===== src/rtl/debug_pkg.sv =====
// Shared command/status byte codes and FSM state encoding for the debug sequencer.
// No logic, no latency; pure definitions.
package debug_pkg;

  localparam logic [7:0] CMD_LOAD  = 8'h4C;
  localparam logic [7:0] CMD_RUN   = 8'h43;
  localparam logic [7:0] CMD_STEP  = 8'h53;
  localparam logic [7:0] CMD_RSTPC = 8'h52;

  localparam logic [7:0] STS_ACK  = 8'h4B;
  localparam logic [7:0] STS_ERR  = 8'h45;
  localparam logic [7:0] STS_HALT = 8'h48;
  localparam logic [7:0] STS_STEP = 8'h53;
  localparam logic [7:0] STS_TMO  = 8'h54;

  typedef enum logic [3:0] {
    IDLE      = 4'd0,
    LD_CNT    = 4'd1,
    LD_BYTE   = 4'd2,
    LD_WRITE  = 4'd3,
    LD_DONE   = 4'd4,
    ACK       = 4'd5,
    RUN       = 4'd6,
    STEP      = 4'd7,
    DUMP_ADDR = 4'd8,
    DUMP_WAIT = 4'd9,
    DUMP_SEND = 4'd10
  } state_t;

endpackage


===== src/rtl/dbg_word_tx.sv =====
// Serialises 1 or 4 bytes of a word MSB first; first byte offered the cycle after i_load.
// Holds data until i_tx_ready; o_done pulses the cycle after the last transfer.
module dbg_word_tx #(
  parameter int NB_WORD = 32,
  parameter int NB_BYTE = 8
) (
  input  logic               i_clk,
  input  logic               i_reset,
  input  logic               i_load,
  input  logic [NB_WORD-1:0] i_word,
  input  logic [2:0]         i_count,
  output logic [NB_BYTE-1:0] o_tx_data,
  output logic               o_tx_valid,
  input  logic               i_tx_ready,
  output logic               o_done
);

  logic [NB_WORD-1:0] shreg;
  logic [NB_WORD-1:0] first_word;
  logic [2:0]         remain;

  // A single-byte send takes the low byte, moved up to the outgoing position.
  always_comb begin
    first_word = i_word;
    if (i_count == 3'd1) first_word = {i_word[NB_BYTE-1:0], {(NB_WORD-NB_BYTE){1'b0}}};
  end

  always_ff @(posedge i_clk or posedge i_reset) begin
    if (i_reset) begin
      shreg      <= '0;
      remain     <= '0;
      o_tx_valid <= 1'b0;
      o_done     <= 1'b0;
    end else begin
      o_done <= 1'b0;
      if (i_load) begin
        shreg      <= first_word;
        remain     <= i_count;
        o_tx_valid <= 1'b1;
      end else if (o_tx_valid && i_tx_ready) begin
        shreg  <= {shreg[NB_WORD-NB_BYTE-1:0], {NB_BYTE{1'b0}}};
        remain <= remain - 3'd1;
        if (remain == 3'd1) begin
          o_tx_valid <= 1'b0;
          o_done     <= 1'b1;
        end
      end
    end
  end

  assign o_tx_data = shreg[NB_WORD-1 -: NB_BYTE];

endmodule


===== src/rtl/debug_sequencer.sv =====
// Debug-link controller: loads imem, runs/steps/stops the pipeline, dumps regs and dmem.
// Commands act on the edge sampling i_rx_valid; tx backpressure stalls only the dump/ack.
module debug_sequencer #(
  parameter int NB_REG       = 32,
  parameter int NB_BYTE      = 8,
  parameter int N_IMEM_WORDS = 128,
  parameter int N_DMEM_DUMP  = 32,
  parameter int MAX_CYCLES   = 1048576
) (
  input  logic              i_clk,
  input  logic              i_reset,
  input  logic [NB_BYTE-1:0] i_rx_data,
  input  logic              i_rx_valid,
  output logic [NB_BYTE-1:0] o_tx_data,
  output logic              o_tx_valid,
  input  logic              i_tx_ready,
  input  logic              i_halt,
  input  logic [NB_REG-1:0] i_dunit_reg,
  input  logic [NB_REG-1:0] i_dunit_mem_data,
  output logic              o_dunit_clk_en,
  output logic              o_dunit_reset_pc,
  output logic              o_dunit_w_mem,
  output logic [NB_REG-1:0] o_dunit_addr,
  output logic [NB_REG-1:0] o_dunit_data_if,
  output logic [3:0]        o_state
);

  import debug_pkg::*;

  localparam int N_REGS = 32;
  localparam int N_DUMP = N_REGS + N_DMEM_DUMP;
  localparam int CNT_W  = $clog2(MAX_CYCLES + 1);
  localparam int DI_W   = $clog2(N_DUMP);
  localparam logic [CNT_W-1:0] CYC_LAST = CNT_W'(MAX_CYCLES - 1);
  localparam logic [DI_W-1:0]  DI_LAST  = DI_W'(N_DUMP - 1);
  localparam logic [DI_W-1:0]  DI_REGS  = DI_W'(N_REGS);

  state_t state, next_state;

  logic [NB_BYTE-1:0] word_last;
  logic [NB_BYTE-1:0] wr_idx;
  logic [1:0]         byte_idx;
  logic [NB_REG-1:0]  asm_word;
  logic [CNT_W-1:0]   cyc;
  logic [DI_W-1:0]    di;
  logic               sts_pend;

  logic              tx_load;
  logic [NB_REG-1:0] tx_word;
  logic [2:0]        tx_count;
  logic              tx_done;

  logic [NB_REG-1:0] dump_addr;
  logic [NB_REG-1:0] dump_word;
  logic              bad_count;

  dbg_word_tx #(
    .NB_WORD (NB_REG),
    .NB_BYTE (NB_BYTE)
  ) u_tx (
    .i_clk      (i_clk),
    .i_reset    (i_reset),
    .i_load     (tx_load),
    .i_word     (tx_word),
    .i_count    (tx_count),
    .o_tx_data  (o_tx_data),
    .o_tx_valid (o_tx_valid),
    .i_tx_ready (i_tx_ready),
    .o_done     (tx_done)
  );

  assign bad_count = (i_rx_data == '0) || (int'(i_rx_data) > N_IMEM_WORDS);
  assign o_state   = state;

  // Dump walks registers by index, then data memory by byte address.
  always_comb begin
    dump_addr = '0;
    dump_word = i_dunit_reg;
    if (di < DI_REGS) begin
      dump_addr = NB_REG'(di);
    end else begin
      dump_addr = NB_REG'({di - DI_REGS, 2'b00});
      dump_word = i_dunit_mem_data;
    end
  end

  always_ff @(posedge i_clk or posedge i_reset) begin
    if (i_reset) state <= IDLE;
    else         state <= next_state;
  end

  always_comb begin
    next_state       = state;
    o_dunit_clk_en   = 1'b0;
    o_dunit_w_mem    = 1'b0;
    o_dunit_reset_pc = 1'b0;
    o_dunit_addr     = '0;
    o_dunit_data_if  = '0;
    tx_load          = 1'b0;
    tx_word          = '0;
    tx_count         = 3'd1;
    case (state)
      IDLE: begin
        if (i_rx_valid) begin
          case (i_rx_data)
            CMD_LOAD:  next_state = LD_CNT;
            CMD_RUN:   next_state = RUN;
            CMD_STEP:  next_state = STEP;
            CMD_RSTPC: next_state = LD_DONE;
            default:   next_state = IDLE;
          endcase
        end
      end
      LD_CNT: begin
        if (i_rx_valid) begin
          if (bad_count) begin
            tx_load    = 1'b1;
            tx_word    = NB_REG'(STS_ERR);
            next_state = ACK;
          end else begin
            next_state = LD_BYTE;
          end
        end
      end
      LD_BYTE: begin
        if (i_rx_valid && byte_idx == 2'd3) next_state = LD_WRITE;
      end
      LD_WRITE: begin
        o_dunit_w_mem   = 1'b1;
        o_dunit_addr    = NB_REG'({wr_idx, 2'b00});
        o_dunit_data_if = asm_word;
        next_state      = (wr_idx == word_last) ? LD_DONE : LD_BYTE;
      end
      LD_DONE: begin
        o_dunit_reset_pc = 1'b1;
        tx_load          = 1'b1;
        tx_word          = NB_REG'(STS_ACK);
        next_state       = ACK;
      end
      ACK: begin
        if (tx_done) next_state = IDLE;
      end
      RUN: begin
        // Halt is checked first so it wins over the watchdog.
        if (i_halt) begin
          tx_load    = 1'b1;
          tx_word    = NB_REG'(STS_HALT);
          next_state = DUMP_SEND;
        end else begin
          o_dunit_clk_en = 1'b1;
          if (cyc == CYC_LAST) begin
            tx_load    = 1'b1;
            tx_word    = NB_REG'(STS_TMO);
            next_state = DUMP_SEND;
          end
        end
      end
      STEP: begin
        o_dunit_clk_en = !i_halt;
        tx_load        = 1'b1;
        tx_word        = i_halt ? NB_REG'(STS_HALT) : NB_REG'(STS_STEP);
        next_state     = DUMP_SEND;
      end
      DUMP_ADDR: begin
        o_dunit_addr = dump_addr;
        next_state   = DUMP_WAIT;
      end
      DUMP_WAIT: begin
        o_dunit_addr = dump_addr;
        tx_load      = 1'b1;
        tx_word      = dump_word;
        tx_count     = 3'd4;
        next_state   = DUMP_SEND;
      end
      DUMP_SEND: begin
        if (tx_done) begin
          if (!sts_pend && di == DI_LAST) next_state = IDLE;
          else                            next_state = DUMP_ADDR;
        end
      end
      default: next_state = IDLE;
    endcase
  end

  always_ff @(posedge i_clk or posedge i_reset) begin
    if (i_reset) begin
      word_last <= '0;
      wr_idx    <= '0;
      byte_idx  <= '0;
      asm_word  <= '0;
      cyc       <= '0;
      di        <= '0;
      sts_pend  <= 1'b0;
    end else begin
      case (state)
        IDLE: begin
          wr_idx   <= '0;
          byte_idx <= '0;
          cyc      <= '0;
        end
        LD_CNT: begin
          if (i_rx_valid) word_last <= i_rx_data - NB_BYTE'(1);
        end
        LD_BYTE: begin
          if (i_rx_valid) begin
            asm_word <= {asm_word[NB_REG-NB_BYTE-1:0], i_rx_data};
            byte_idx <= byte_idx + 2'd1;
          end
        end
        LD_WRITE: wr_idx <= wr_idx + NB_BYTE'(1);
        RUN: begin
          di       <= '0;
          sts_pend <= 1'b1;
          if (!i_halt) cyc <= cyc + 1'b1;
        end
        STEP: begin
          di       <= '0;
          sts_pend <= 1'b1;
        end
        DUMP_SEND: begin
          if (tx_done) begin
            if (sts_pend) sts_pend <= 1'b0;
            else          di       <= di + 1'b1;
          end
        end
        default: ;
      endcase
    end
  end

endmodule


===== config.mk =====
export PLATFORM = sky130hd
export DESIGN_NAME = debug_sequencer
export DESIGN_NICKNAME = d
export VERILOG_FILES = /design/src/rtl/debug_pkg.sv /design/src/rtl/dbg_word_tx.sv /design/src/rtl/debug_sequencer.sv
export SDC_FILE = /design/constraint.sdc
export NUM_CORES = 1
export LEC_CHECK = 0
export CAP_MARGIN = 20
export CELL_PAD_IN_SITES_DETAIL_PLACEMENT = 0
export CELL_PAD_IN_SITES_GLOBAL_PLACEMENT = 1
export CORE_MARGIN = 3
export CORE_UTILIZATION = 42
export DETAILED_ROUTE_END_ITERATION = 8
export GPL_TIMING_DRIVEN = 0
export PLACE_DENSITY_LB_ADDON = 0.12
export SYNTH_ARGS = -nofsm -noshare
export SYNTH_HDL_FRONTEND = slang
export SYNTH_SLANG_ARGS = --single-unit

===== constraint.sdc =====
create_clock -name i_clk -period 9.4 [get_ports i_clk]
set_input_delay 1.41 -clock i_clk [delete_from_list [all_inputs] [get_ports i_clk]]
set_output_delay 1.41 -clock i_clk [all_outputs]
set_load 0.01 [all_outputs]

==> out/summary.txt, run 1 <==
Antenna Cells = 0
postcts setup bufs = 0
DRT antenna net count = 0
drt drc = 0
core area = 16000 um^2
port bufs = 133
CP startpoint = o_state[3]$_DFFE_PP0P_
r2r endpoint = u_tx.shreg[2]$_DFFE_PP0P_
Hold Buf Count CTS = 0
pin count of the biggest net entering global routing = 75
synthesis-to-finish area growth = 34.3%
Post-layout nets = 951
final wirelength = 18.5 mm
FP Rows = 46
Worst Path Buf+Inv = 5
crit-path leading delay family = buffers and inverters
post-synthesis cell type count = 64
Vias per Instance = 5.22
clock skew = 6.57 ps
Crit Path Category = reg2out
Tmin final = 4800 ps
Synth Area per Inst = 9.99 um^2
RSZ-0062 raised after global routing = no
fraction of layout cells with a size suffix above 1 = 16.8%
Final GP Congestion = 0.849
Pre-Repair DR Iteration Count = 4
CTS Buf Count = 17
WP data required = 7990 ps
register area share after synthesis = 43.2%
Synth Instances = 690
gr ovfl total = 0
DP Wirelength = 13.6 mm
Top Ports = 157
Reg2Reg Depth = 7
routed length per instance = 17.0 um
final worst-path cycle share = 51.0%
worst path cell trace = buf_2, nor2_1, nand3_1, inv_1, buf_2, clkbuf_1, and2_1, clkdlybuf4s50_1
top post-synthesis cells by area = dfrtp_1 43%, mux2_2 8.2%, nand2_1 3.7%
worst rel slew slack = 35.7%
ys async rst share = 100%
vias in the first global route = 5891
part of the power in registers = 33.2%
synthesized flop and latch total = 119
clock group share of total power = 31.7%
worst slew pin tran = 965 ps
Pwr per Cell Area = 247 nW/um^2
Slew Viols, Final = 0
Synth top area share = 43.2%
global-route wire length before repair = 30.5 mm
area of the die = 18000 um^2
Longest Clk Path Bufs = 2
Leak = 0.00402 uW
filler cell count = 1437
synthesized area = 6900 um^2
fmax = 0.209 GHz
clock root buffer = clkbuf_16
Die Wd = 134 um
Worst Setup End Kind = primary output
worst hold slack = 496 ps
Int Power = 1550 uW
CP max stage delay = 560 ps
Arr. time, crit path = 3390 ps
sw power = 735 uW
HP Class = reg2reg
max-cap violation count = 0
CP max-delay cell = clkdlybuf4s50_1
initial antenna violation count = 0
Worst path depth = 8
worst reg2reg path startpoint = o_state[0]$_DFFE_PP0P_
sw frac = 32.2%
Critical Path End = o_dunit_data_if[23]
Initial Utilization = 43.1%
CTS tree = done
cts repair resizes = 0
Total Routing Usage GR = 21.2%
status = completed
htree depth = 4
final hold violations = 0
Syn. warnings = 0
Vias = 5698
1st-iter DRT viols = 329
Multi-input gate area = 3500 um^2
register area = 2980 um^2
clock sinks = 119
main flop type after synthesis = dfrtp_1
Final setup viols = 0
setup TNS = 0 ps
crit-path max FO = 10
worst hold path depth = 1
fin area = 9260 um^2
CP dominant cell by count = buf_2
maximum VDD drop = 0.000145 V
Yosys top cell by area = dfrtp_1
Final Core Density = 57.9%
Die Span Y = 134 um
EDFF count, synth = 0
register-to-register path setup slack = 7090 ps
proportion of power drawn by combinational gates = 35.2%
Critical Path Source Type = flip-flop
clk slew on worst S/H paths = 50 ps
placed cell area = 8610 um^2
Synth top cells by count = 119 x dfrtp_1, 68 x nand2_1, 50 x mux2_2, 45 x nor2_1
Clk Latency, worst-skew pair = 410 ps
most frequent cell after synthesis = dfrtp_1
## state kept, by name, indices dropped and copies added, names as in the netlist
| signal | flops |
|---|---|
| asm_word | 32 |
| byte_idx | 2 |
| cyc | 21 |
| di | 6 |
| o_state | 4 |
| sts_pend | 1 |
| u_tx.o_done | 1 |
| u_tx.o_tx_valid | 1 |
| u_tx.remain | 3 |
| u_tx.shreg | 32 |
| word_last | 8 |
| wr_idx | 8 |
## area by class of cell
class / instances / share of cell area [%]
multi-input cells: 502 / 37.8
flip-flops and latches: 119 / 32.2
repair buffers: 134 / 14.7
clock buffers: 21 / 4.86
plain buffers: 70 / 4.53
well taps: 216 / 2.92
clock inverters: 10 / 2.16
inverters: 20 / 0.865
## per-stage QoR
stage / std cells / power (uW) / setup WS [ps]
after floorplan: 711 / 1290 / 4830
after global placement: 1060 / 1540 / 3100
after detailed placement: 1061 / 1570 / 5070
after CTS: 1092 / 2300 / 4600
after global routing: 1092 / 2420 / 4390
final: 1092 / 2280 / 4600
## worst reg2reg max path, stage by stage, from the launching register on
cell and delay, ps:
dfrtp_1 390, buf_4 200, nor2b_1 370, nand3_1 370, o32a_2 350, nand4_4 180
buf_6 200, o22ai_2 90
## kinds of logic after synthesis
logic type               synth area share, %
adder cells (fa/ha/maj)                 1.81
AND/OR/NAND/NOR                         17.8
buffers and inverters                   7.17
flip-flops                              43.2
AO/OA/AOI/OAI                           13.5
multiplexers                            11.4
other                                 0.0544
XOR/XNOR                                5.08
## layer usage
metal	part of all wire (%)	global-route usage [%]	up-vias
li1	-	-	2734
met3	5.3	5.25	21
met1	46	28.8	2802
met2	47	34.2	141
met4	1.3	5.71	0
met5	0	0	-
## worst min path at each step
stage	start	to
final	asm_word[31]$_DFFE_PP0P_	asm_word[31]$_DFFE_PP0P_
after global routing	asm_word[25]$_DFFE_PP0P_	asm_word[25]$_DFFE_PP0P_
after CTS	asm_word[31]$_DFFE_PP0P_	asm_word[31]$_DFFE_PP0P_
after detailed placement	u_tx.remain[2]$_DFFE_PP0P_	u_tx.o_done$_DFF_PP0_
after global placement	u_tx.remain[2]$_DFFE_PP0P_	u_tx.o_done$_DFF_PP0_
after floorplan	u_tx.remain[2]$_DFFE_PP0P_	u_tx.o_done$_DFF_PP0_
## power groups by stage
stage / clock, uW / combinational [uW] / sequential, uW
global placement: 0 / 782 / 756
floorplan: 0 / 560 / 731
detailed placement: 0 / 804 / 762
CTS: 733 / 808 / 756
global route: 760 / 885 / 776
finish: 723 / 803 / 757
## cell usage in the layout (no fill, tap or decap), drive strengths merged, types with 4 or more instances in the layout
cell	Yosys	routed
a21oi	10	10
a2bb2oi	19	19
a31oi	4	4
and2	39	39
and3	6	6
buf	47	48
bufinv	0	6
clkbuf	23	44
clkdlybuf4s50	0	133
clkinv	0	4
conb	1	22
dfrtp	119	119
ha	10	10
inv	20	20
mux2	50	50
mux2i	22	22
nand2	69	69
nand2b	4	4
nand3	18	18
nand3b	4	4
nand4	14	14
nor2	47	47
nor2b	4	4
nor3	13	13
nor4	4	4
o2111ai	18	18
o21ai	40	40
o22ai	10	10
xnor2	16	16
xor2	24	24
Note: power is estimated with default switching activity, not from simulation.
==> run 2, diff against run 1 <==
--- a/config.mk
+++ b/config.mk
@@ -9,7 +9,7 @@
 export CELL_PAD_IN_SITES_DETAIL_PLACEMENT = 0
 export CELL_PAD_IN_SITES_GLOBAL_PLACEMENT = 1
 export CORE_MARGIN = 3
-export CORE_UTILIZATION = 42
+export CORE_UTILIZATION = 39
 export DETAILED_ROUTE_END_ITERATION = 8
 export GPL_TIMING_DRIVEN = 0
 export PLACE_DENSITY_LB_ADDON = 0.12
==> constraint.sdc (replaced) <==
create_clock -name i_clk -period 4.8 [get_ports i_clk]
set_input_delay 0.72 -clock i_clk [delete_from_list [all_inputs] [get_ports i_clk]]
set_output_delay 0.72 -clock i_clk [all_outputs]
set_load 0.01 [all_outputs]
==> run 2 against run 1 <==
Net effect:
- clock skew grew 2.0 ps
- largest cell class unchanged
- highest routed layer unchanged
- sequential share of layout area grew 0.087 points
- die area grew 7.3%
==> out/summary.txt, run 2 (synthesized netlist as in run 1, its figures left out) <==
clock sinks = 119 (unchanged)
Vias = 5681 (-0.30%)
port bufs = 133 (unchanged)
FP Rows = 47 (+2.2%)
Crit Path Category = reg2out
Top Registers = asm_word x32, u_tx.shreg x32, cyc x21
CP dominant cell by count = buf_2
maximum VDD drop = 0.000275 V (+89%)
Post-layout nets = 951 (unchanged)
Power Total = 4390 uW (+92%)
Top Ports = 157 (unchanged)
PnR worst setup slack = 778 ps (-3830 ps)
max-cap violation count = 0 (unchanged)
global-route wire length before repair = 30.6 mm (+0.34%)
Leak = 0.00400 uW (-0.44%)
worst slew pin tran = 904 ps (-60.9 ps)
crit-path max FO = 10 (unchanged)
Hold Buf Count CTS = 0 (unchanged)
Post-Place Worst Slack = 1200 ps (-3880 ps)
synthesis-to-finish area growth = 33.9%
WP data required = 4080 ps (-3910 ps)
clock root buffer = clkbuf_16
core area = 16900 um^2 (+5.8%)
worst rel slew slack = 39.7% (+4.1 points)
fin area = 9230 um^2 (-0.27%)
CP max-delay cell = clkdlybuf4s50_1
Total Routing Usage GR = 19.5% (-1.7 points)
CTS tree = done
gr ovfl total = 0 (unchanged)
Arr. time, crit path = 3300 ps (-90 ps)
commonest non-fill, non-tap cells in the layout = 133 x clkdlybuf4s50_1, 119 x dfrtp_1, 68 x nand2_1
routed length per instance = 17.0 um (+0.23%)
RSZ-0062 raised after global routing = no
Antenna Cells = 0 (unchanged)
Pwr per Cell Area = 476 nW/um^2 (+93%)
Initial Utilization = 40.7% (-2.4 points)
status = completed
pin count of the biggest net entering global routing = 69 (-8.0%)
DP Wirelength = 13.7 mm (+0.46%)
Clk Latency, worst-skew pair = 420 ps (about the same)
clock skew = 8.54 ps (+1.97 ps)
HP Class = reg2reg
worst hold slack = 489 ps (-7.13 ps)
Final setup viols = 0 (unchanged)
Tmin final = 4020 ps
crit-path leading delay family = buffers and inverters
most common cell after layout, fill and taps aside = clkdlybuf4s50_1
Die Span Y = 139 um (+3.6%)
placed cell area = 8610 um^2 (about the same)
Critical Path Source Type = flip-flop
final worst-path cycle share = 83.8%
Final GP Congestion = 0.803 (-5.4%)
drt drc = 0 (unchanged)
Slew Viols, Final = 0 (unchanged)
cts repair resizes = 0 (unchanged)
Pre-Repair DR Iteration Count = 7 (+3)
Die Wd = 139 um (+3.6%)
worst path cell trace = buf_2, nor2_1, nand3_1, inv_1, buf_2, clkbuf_1, and2_1, clkdlybuf4s50_1
final hold violations = 0 (unchanged)
1st-iter DRT viols = 343 (+4.3%)
Worst Setup End Kind = primary output
vias in the first global route = 5823 (-1.2%)
htree depth = 4 (unchanged)
fmax = 0.249 GHz
Longest Clk Path Bufs = 2 (unchanged)
CP max stage delay = 540 ps (-20 ps)
Vias per Instance = 5.18 (-0.75%)
Worst Path Buf+Inv = 5 (unchanged)
postcts setup bufs = 0 (unchanged)
initial antenna violation count = 0 (unchanged)
filler cell count = 1520 (+5.8%)
CTS Buf Count = 17 (unchanged)
final wirelength = 18.7 mm (+0.68%)
area of the die = 19300 um^2 (+7.3%)
DRT antenna net count = 0 (unchanged)
fraction of layout cells with a size suffix above 1 = 17.1% (+0.32 points)
clk slew on worst S/H paths = 60 ps (about the same)
setup TNS = 0 ps (unchanged)
run 2: worst register-to-register path, cell delays in order, from the launching register on:
cell and delay, ps:
dfrtp_1 320, clkbuf_1 270, clkbuf_1 590, buf_1 550
mux2i_1 360, o22ai_2 120
run 2: cell type report:
cell class	instances	area [um^2]	area share, %
multi-input combinational	502	3500	37.9
sequential	119	2980	32.2
timing repair buffer	134	1360	14.7
clock buffer	19	443	4.80
buffer	70	419	4.54
tap	220	275	2.98
clock inverter	13	178	1.92
inverter	20	80.1	0.867
run 2: routing by layer:
layer | routed length (um) | global-route usage (%)
met1 | 8570 | 26.5
met3 | 1140 | 5.21
met4 | 339 | 5.87
met2 | 8620 | 30.8
met5 | 0 | 0
run 2: worst paths after layout:
kind                                            start                         end  slack, ps  depth (start not counted)
setup / recovery               o_state[3]$_DFFE_PP0P_         o_dunit_data_if[23]        780                          8
hold / removal             u_tx.remain[2]$_DFFE_PP0P_       u_tx.o_done$_DFF_PP0_        490                          1
setup reg to reg                    di[5]$_DFFE_PP0P_   u_tx.shreg[1]$_DFFE_PP0P_       2460                          5
hold reg to reg            u_tx.remain[2]$_DFFE_PP0P_       u_tx.o_done$_DFF_PP0_        490                          1
max in group asynchronous                     i_reset  u_tx.shreg[31]$_DFFE_PP0P_       3380                          3
min in group asynchronous                     i_reset       wr_idx[5]$_DFFE_PP0P_        730                          2
run 2: where the power goes:
part,internal (uW),switching (uW),leakage [uW],total [uW]
clock,879,462,0.000303,1340
sequential,1290,197,0.00157,1480
combinational,767,802,0.00213,1570
run 2: metrics by stage:
step	std cells	utilization, %
3_5_place_dp	1065	50.9
4_1_cts	1097	54.5
3_3_place_gp	1064	50.7
2_1_floorplan	711	-
5_1_grt	1097	54.5
6_report	1097	54.5
